<file path="src/rtl/dice_lights_pkg.sv">
// dice_lights_pkg: shared types and helpers for the dice / traffic-light block.
//   light_t      - traffic sequencer phase
//   LIGHT_*      - {red, amber, green} encodings driven onto the LED bank
//   light_enc    - phase -> LED encoding
//   max_cyc      - largest of the four dwell counts
//   cnt_width    - dwell counter width (clog2, never narrower than 1 bit)
package dice_lights_pkg;

   typedef enum logic [1:0] {
      RED       = 2'd0,
      RED_AMBER = 2'd1,
      GREEN     = 2'd2,
      AMBER     = 2'd3
   } light_t;

   localparam logic [2:0] LIGHT_RED   = 3'b100;
   localparam logic [2:0] LIGHT_RA    = 3'b110;
   localparam logic [2:0] LIGHT_GREEN = 3'b001;
   localparam logic [2:0] LIGHT_AMBER = 3'b010;

   function automatic logic [2:0] light_enc(input light_t st);
      logic [2:0] enc;
      case (st)
         RED:       enc = LIGHT_RED;
         RED_AMBER: enc = LIGHT_RA;
         GREEN:     enc = LIGHT_GREEN;
         default:   enc = LIGHT_AMBER;
      endcase
      return enc;
   endfunction

   function automatic int unsigned max_cyc(input int unsigned a, input int unsigned b,
                                           input int unsigned c, input int unsigned d);
      int unsigned m;
      m = a;
      if (b > m) m = b;
      if (c > m) m = c;
      if (d > m) m = d;
      return m;
   endfunction

   function automatic int unsigned cnt_width(input int unsigned n);
      return (n <= 1) ? 1 : $clog2(n);
   endfunction

endpackage

</file>
<file path="src/rtl/dice_lights_sel_traffic_seq.sv">
// traffic_seq: RED -> RED_AMBER -> GREEN -> AMBER -> RED sequencer.
//   clk    - system clock
//   rst    - synchronous active-high reset (phase RED, dwell count 0)
//   freeze - holds phase and dwell count while high
//   lights - registered {red, amber, green}
module traffic_seq
   import dice_lights_pkg::*;
#(
   parameter int unsigned RED_CYC   = 4,
   parameter int unsigned RA_CYC    = 1,
   parameter int unsigned GREEN_CYC = 4,
   parameter int unsigned AMBER_CYC = 1
) (
   input  logic       clk,
   input  logic       rst,
   input  logic       freeze,
   output logic [2:0] lights
);

   localparam int unsigned CW = cnt_width(max_cyc(RED_CYC, RA_CYC, GREEN_CYC, AMBER_CYC));

   localparam logic [CW-1:0] RED_LAST   = CW'(RED_CYC - 1);
   localparam logic [CW-1:0] RA_LAST    = CW'(RA_CYC - 1);
   localparam logic [CW-1:0] GREEN_LAST = CW'(GREEN_CYC - 1);
   localparam logic [CW-1:0] AMBER_LAST = CW'(AMBER_CYC - 1);

   light_t        state;
   light_t        state_nxt;
   logic [CW-1:0] count;
   logic          last;

   always_comb begin
      last      = 1'b0;
      state_nxt = state;
      case (state)
         RED: begin
            last      = (count == RED_LAST);
            state_nxt = RED_AMBER;
         end
         RED_AMBER: begin
            last      = (count == RA_LAST);
            state_nxt = GREEN;
         end
         GREEN: begin
            last      = (count == GREEN_LAST);
            state_nxt = AMBER;
         end
         default: begin
            last      = (count == AMBER_LAST);
            state_nxt = RED;
         end
      endcase
   end

   // lights is loaded from the next phase on the same edge the phase
   // changes, so it is a flop output and can never show a transient code.
   always_ff @(posedge clk) begin
      if (rst) begin
         state  <= RED;
         count  <= '0;
         lights <= LIGHT_RED;
      end else if (!freeze) begin
         if (last) begin
            state  <= state_nxt;
            count  <= '0;
            lights <= light_enc(state_nxt);
         end else begin
            count <= count + 1'b1;
         end
      end
   end

endmodule

</file>
<file path="src/rtl/dice_lights_sel.sv">
// dice_lights_sel: electronic die, traffic-light sequencer and registered
// output selector driving the LED bank.
//   clk       - system clock
//   rst       - synchronous active-high reset
//   button    - die rolls while high
//   freeze    - holds traffic phase and dwell count
//   sel       - result source: 0 = throw, 1 = lights
//   throw     - die value, 1..FACES
//   lights    - {red, amber, green}
//   roll_done - one-cycle pulse after button falls
//   result    - registered selection of throw / lights
module dice_lights_sel
   import dice_lights_pkg::*;
#(
   parameter int unsigned W         = 3,
   parameter int unsigned FACES     = 6,
   parameter int unsigned RED_CYC   = 4,
   parameter int unsigned RA_CYC    = 1,
   parameter int unsigned GREEN_CYC = 4,
   parameter int unsigned AMBER_CYC = 1
) (
   input  logic         clk,
   input  logic         rst,
   input  logic         button,
   input  logic         freeze,
   input  logic         sel,
   output logic [W-1:0] throw,
   output logic [2:0]   lights,
   output logic         roll_done,
   output logic [W-1:0] result
);

   localparam logic [W-1:0] FACE_MAX = W'(FACES);
   localparam logic [W-1:0] FACE_MIN = W'(1);

   logic button_q;

   traffic_seq #(
      .RED_CYC   (RED_CYC),
      .RA_CYC    (RA_CYC),
      .GREEN_CYC (GREEN_CYC),
      .AMBER_CYC (AMBER_CYC)
   ) u_traffic_seq (
      .clk    (clk),
      .rst    (rst),
      .freeze (freeze),
      .lights (lights)
   );

   // Wrap on >= rather than == so throw cannot escape 1..FACES when W is
   // wider than FACES needs.
   always_ff @(posedge clk) begin
      if (rst) begin
         throw <= FACE_MIN;
      end else if (button) begin
         throw <= (throw >= FACE_MAX) ? FACE_MIN : throw + 1'b1;
      end
   end

   always_ff @(posedge clk) begin
      if (rst) begin
         button_q  <= 1'b0;
         roll_done <= 1'b0;
      end else begin
         button_q  <= button;
         roll_done <= button_q & ~button;
      end
   end

   always_ff @(posedge clk) begin
      if (rst) begin
         result <= '0;
      end else begin
         result <= sel ? W'(lights) : throw;
      end
   end

endmodule

</file>
<file path="config.mk">
export PLATFORM = sky130hd
export DESIGN_NAME = dice_lights_sel
export DESIGN_NICKNAME = d
export VERILOG_FILES = /design/src/rtl/dice_lights_pkg.sv /design/src/rtl/dice_lights_sel_traffic_seq.sv /design/src/rtl/dice_lights_sel.sv
export SDC_FILE = /design/constraint.sdc
export NUM_CORES = 1
export LEC_CHECK = 0
export CELL_PAD_IN_SITES_DETAIL_PLACEMENT = 1
export CELL_PAD_IN_SITES_GLOBAL_PLACEMENT = 1
export CORE_ASPECT_RATIO = 1.1
export CORE_MARGIN = 1.5
export CORE_UTILIZATION = 36
export CTS_CLUSTER_SIZE = 8
export DETAILED_ROUTE_END_ITERATION = 12
export GPL_ROUTABILITY_DRIVEN = 1
export PLACE_DENSITY_LB_ADDON = 0.1
export SETUP_SLACK_MARGIN = 0.15
export SLEW_MARGIN = 5
export SYNTH_ARGS = -nofsm -noshare
export SYNTH_HDL_FRONTEND = slang
export SYNTH_HIERARCHICAL = 1
export SYNTH_SLANG_ARGS = --single-unit
</file>
<file path="constraint.sdc">
create_clock -name clk -period 1.66 [get_ports clk]
set_input_delay 0.166 -clock clk [delete_from_list [all_inputs] [get_ports clk]]
set_output_delay 0.166 -clock clk [all_outputs]
set_load 0.005 [all_outputs]
</file>
Yosys cells after proc, flatten, opt, wreduce, memory -nomap -nowiden:

Index checks and enable logic that the tools add are counted.
W data, S select, Z words.

* input port bits: 5
* register bits after elaboration: 15

* order comparisons: 1
* equal/unequal tests: 5
* mux-type cells: 6
* add/sub/neg operators: 2
* reduce and logical (&&, ||, !) cells: 5
* bitwise logic cells: 3

Operators with widths (count)
* $pmux W3 S3: 1
* $eq A2 B2 Y1 const B: 3
* $logic_not A2 Y1: 3
* $mux W3: 2
* $pmux W2 S3: 1
* $eq A2 B1 Y1 const B: 2
* $add A3 B1 Y3 const B: 1
* $ge A3 B3 Y1 const B: 1
* $add A2 B1 Y2 const B: 1
* $mux W2: 1
* $not A1 Y1: 2
* $reduce_and A2 Y1: 1
* $reduce_or A2 Y1: 1
* $and A1 B1 Y1: 1
* $mux W1: 1

Longest topological paths before layout:

* word-level depth: 4
* gate-level depth with buffers: 5

Hierarchy:

Netlist, hierarchy kept.

Modules (own cells, without submodules)
* traffic_seq: area an instance 372.9 um^2, cells each 35, seq. area each 120.1 um^2, times used 1
* dice_lights_sel: area an instance 316.6 um^2, cells each 30, seq. area each 160.2 um^2, times used 1

Worst setup path before layout:

OpenSTA, ideal clock, no wires.

* kind: reg-to-reg
* from: register u_traffic_seq.state[0]
* to: register u_traffic_seq.state[1]
* setup slack: 154 ps
* period minus slack after synthesis: 1506 ps
* data required time: 1539 ps
* cell stages (with the launch flop): 6
* data arrival time: 1384 ps
* setup time: 121 ps
* cell sequence: dfxtp_1 > inv_1 > ha_1 > nor2_4 > mux2i_4 > mux2_4

* cells in the longest elaborated chain, start to end: 4

Ends and longest elaborated chain
* from (decl): line dice_lights_sel_traffic_seq.sv:27 `light_t state;`
* from (signal assigned): line dice_lights_sel_traffic_seq.sv:64 `state <= state_nxt;`
* $eq A2 B2 Y1 or $logic_not A2 Y1 (tied branches): line dice_lights_sel_traffic_seq.sv:35 `case (state)`
* $reduce_or A2 Y1 (no line)
* $mux W1
* $reduce_and A2 Y1 (no line)

Several ways; a longest one is shown, not always the timed one.
A chain may end at the register's enable or synchronous reset.

Final worst setup path:

Same ends and word-level chain as after synthesis.

==> flow_summary_export.csv <==
group,metric,value,unit
run_status,status,"complete, no violations",
power_and_ir_drop,p_seq_share,49.3,%
power_and_ir_drop,p_leak,0.388,nW
timing,fmax,697,MHz
die,die_area,0.00219,mm^2
place,gp_congestion,0.718,
final_layout,fin_util,51.4,%
power_and_ir_drop,netSwitchingFraction,24.9,%
timing,finalSetupTns,0,ns
place,place_hpwl,1030,um
drt,antenna_left,0,
synthesis,synth_cells,65,
critical_path,arrival,1.61,ns
die,core,0.00178,mm^2
global_route,grt_usage,13.9,%
synthesis,avgSynthCellArea,10.6,um^2
global_route,grt_pass1_vias,528,
global_route,grt-ovfl-total,0,
synthesis,synth-seq-cells,14,
power_and_ir_drop,power,0.765,mW
drt,drt-met1-wl,514,um
final_layout,fillers,209,
clock_network,path_clk_slew,0.09,ns
final_layout,nNetsFinal,98,
timing,rsz0062_at_grt,"no",
timing,fin_crit,1.43,ns
synthesis,netlist.area_leader.share,40.7,%
die,ios,15,
synthesis,yosys-top-cells-area,"dfxtp_1 (41%), ha_1 (13%), mux2i_1 (8.7%)",
final_layout,design_area,916,um^2
clock_network,htree_num_levels,1,
timing,tightest_slew,0.401,ns
critical_path,cp_slowest_cell,"dfxtp_1",
synthesis,synthFlopType,"dfxtp_1",
critical_path,path_class,"register to register",
clock_network,cts_buffers,3,
critical_path,slowest_delay,0.34,ns
drt,routed_via_density,4.97,
worst_hold_path,hp-class,"register to register",
timing,finalSetupViolCount,0,
final_layout,syn_to_final_growth,32.8,%
drt,drtIter0Drc,1,
final_layout,drive_gt1_share,20.0,%
final_layout,final_cell_mix,"clkdlybuf4s50_1 (14), dfxtp_1 (13), inv_1 (6), mux2i_1 (6), nor2_1 (6)",
critical_path,cp_max_fo,3,
critical_path,cp-start-kind,"register",
timing,worst_slack,0.225,ns
critical_path,required,1.83,ns
synthesis,syn-cell-area,689,um^2
flow_run,maxCapViolCount,0,
clock_network,ctsResizeCount,0,
power_and_ir_drop,clockPowerShare,32.1,%
drt,dr.pass1.iters,2,
drt,drc,0,
power_and_ir_drop,cell_internal_pwr,0.574,mW
clock_network,cts_hold_buf,0,
timing,slew_violations,0,
synthesis,synth_largest_area_cell,"dfxtp_1",
drt,wl_met3,31,um
synthesis,async_reset_ff_share,0,%
timing,skew,0.00297,ns
drt,wl_met2,732,um
timing,max_slew_margin,73.2,%
synthesis,synth-edff-count,0,
final_layout,num_antenna_cells,0,
place,portBuffers,14,
drt,vias,512,
critical_path,end_kind,"register",
die,die_height,48.9,um
synthesis,synth_warnings,6,
global_route,grt_max_degree,13,
synthesis,synth_fp_nets,77,
power_and_ir_drop,p_switching,0.190,mW
global_route,antenna_found_initial,0,
synthesis,synth_cell_types,25,
die,die_x,44.7,um
clock_network,cts_tree,"yes",
place,dpl_cell_area,870,um^2
critical_path,crit_chain,"inv_1, ha_2, nor2_4, mux2i_4, mux2_4",
drt,wire_per_inst,12.6,um
power_and_ir_drop,max-vdd-ir-drop,482,uV
clock_network,cts_setup_buffers,0,
clock_network,cts-root-buf,"clkbuf_4",
timing,hold_viol_final,0,
place,dp_cells,99,
timing,hold_ws,0.459,ns
final_layout,layout_commonest_cell,"clkdlybuf4s50_1",
clock_network,clk_path_buf_depth,2,
place,dp_slack,0.185,ns
drt,wl,1300,um
timing,period_share,86.4,%
power_and_ir_drop,power_density,835,mW/mm^2
synthesis,yosysSeqAreaShare,40.7,%
final_layout,fin_cells,103,
die,core.rowCount,16,
drt,dr.max_layer_used,"met4",
clock_network,cts.sinks,14,
clock_network,clock_latency,0.28,ns
power_and_ir_drop,pwr-share-comb,18.6,%
die,start_util,38.7,%
global_route,grt_pass1_wl,2240,um
==> kinds of logic (layout without fill, tap and decap cells) <==
family                     Yosys count  count (layout)  synth area share, %
muxes                                8               8                 14.2
xor gates and xnor gates             1               1                 1.27
adders and majority gates            7               7                 12.7
DFF                                 14              14                 40.7
and+or+nand+nor                     20              20                 18.3
AOI/OAI and AO/OA                    7               7                 7.81
buffers and inverters                8              28                 5.08
==> routing by layer <==
metal  global-route usage (%)  vias up
li1                         -      256
met1                     15.6      246
met2                     23.9        8
met3                     2.22        2
met4                     7.58        0
met5                        0        -
==> state kept, by name (all words and copies together) (netlist names) <==
signal	flops
throw	3
result	3
roll_done	1
button_q	1
u_traffic_seq/count	2
u_traffic_seq/state	2
u_traffic_seq/lights	2
==> power by group through the flow <==
stage          Sequential (mW)  Clock (mW)  Combinational, mW
4_1_cts                  0.377       0.259              0.145
3_3_place_gp             0.383           0              0.141
5_1_grt                  0.381       0.277              0.160
2_1_floorplan            0.382           0             0.0789
3_5_place_dp             0.385           0              0.143
6_report                 0.377       0.246              0.142
==> synth_stat cells (all sizes together), types with 2 or more instances <==
| cell | number |
|---|---|
| mux2i | 7 |
| nor2b | 2 |
| nor3 | 2 |
| nand2b | 4 |
| inv | 6 |
| dfxtp | 14 |
| nor2 | 7 |
| a21oi | 2 |
| ha | 7 |
| nand2 | 2 |
| buf | 2 |
==> worst max-delay path: cells and delay by family, from the launching register on <==
family | cells | cell delay [ns]
adder cells (fa/ha/maj) | 1 | 0.20
multiplexers | 2 | 0.57
AND/OR/NAND/NOR | 1 | 0.14
flip-flops | 1 | 0.34
buffers and inverters | 1 | 0.07
==> worst paths after layout <==
path	slack (ns)	endpoint	depth (start not counted)	startpoint
worst min register to register	0.46	roll_done$_SDFF_PP0_	1	button_q$_SDFF_PP0_
worst max-delay path	0.23	u_traffic_seq/state[1]$_SDFFE_PP0P_	5	u_traffic_seq/state[0]$_SDFFE_PP0P_
worst min-delay path	0.46	roll_done$_SDFF_PP0_	1	button_q$_SDFF_PP0_
worst max register to register	0.23	u_traffic_seq/state[1]$_SDFFE_PP0P_	5	u_traffic_seq/state[0]$_SDFFE_PP0P_
==> area by class of cell <==
| class | instances | area [um^2] | share of cell area (%) |
|---|---|---|---|
| tap | 18 | 22.5 | 2.46 |
| inverter | 6 | 22.5 | 2.46 |
| multi-input combinational | 43 | 379 | 41.4 |
| timing repair buffer | 18 | 174 | 19.0 |
| sequential | 14 | 282 | 30.7 |
| clock buffer | 4 | 36.3 | 3.96 |
No activity file was read; power rests on OpenSTA's default activity.
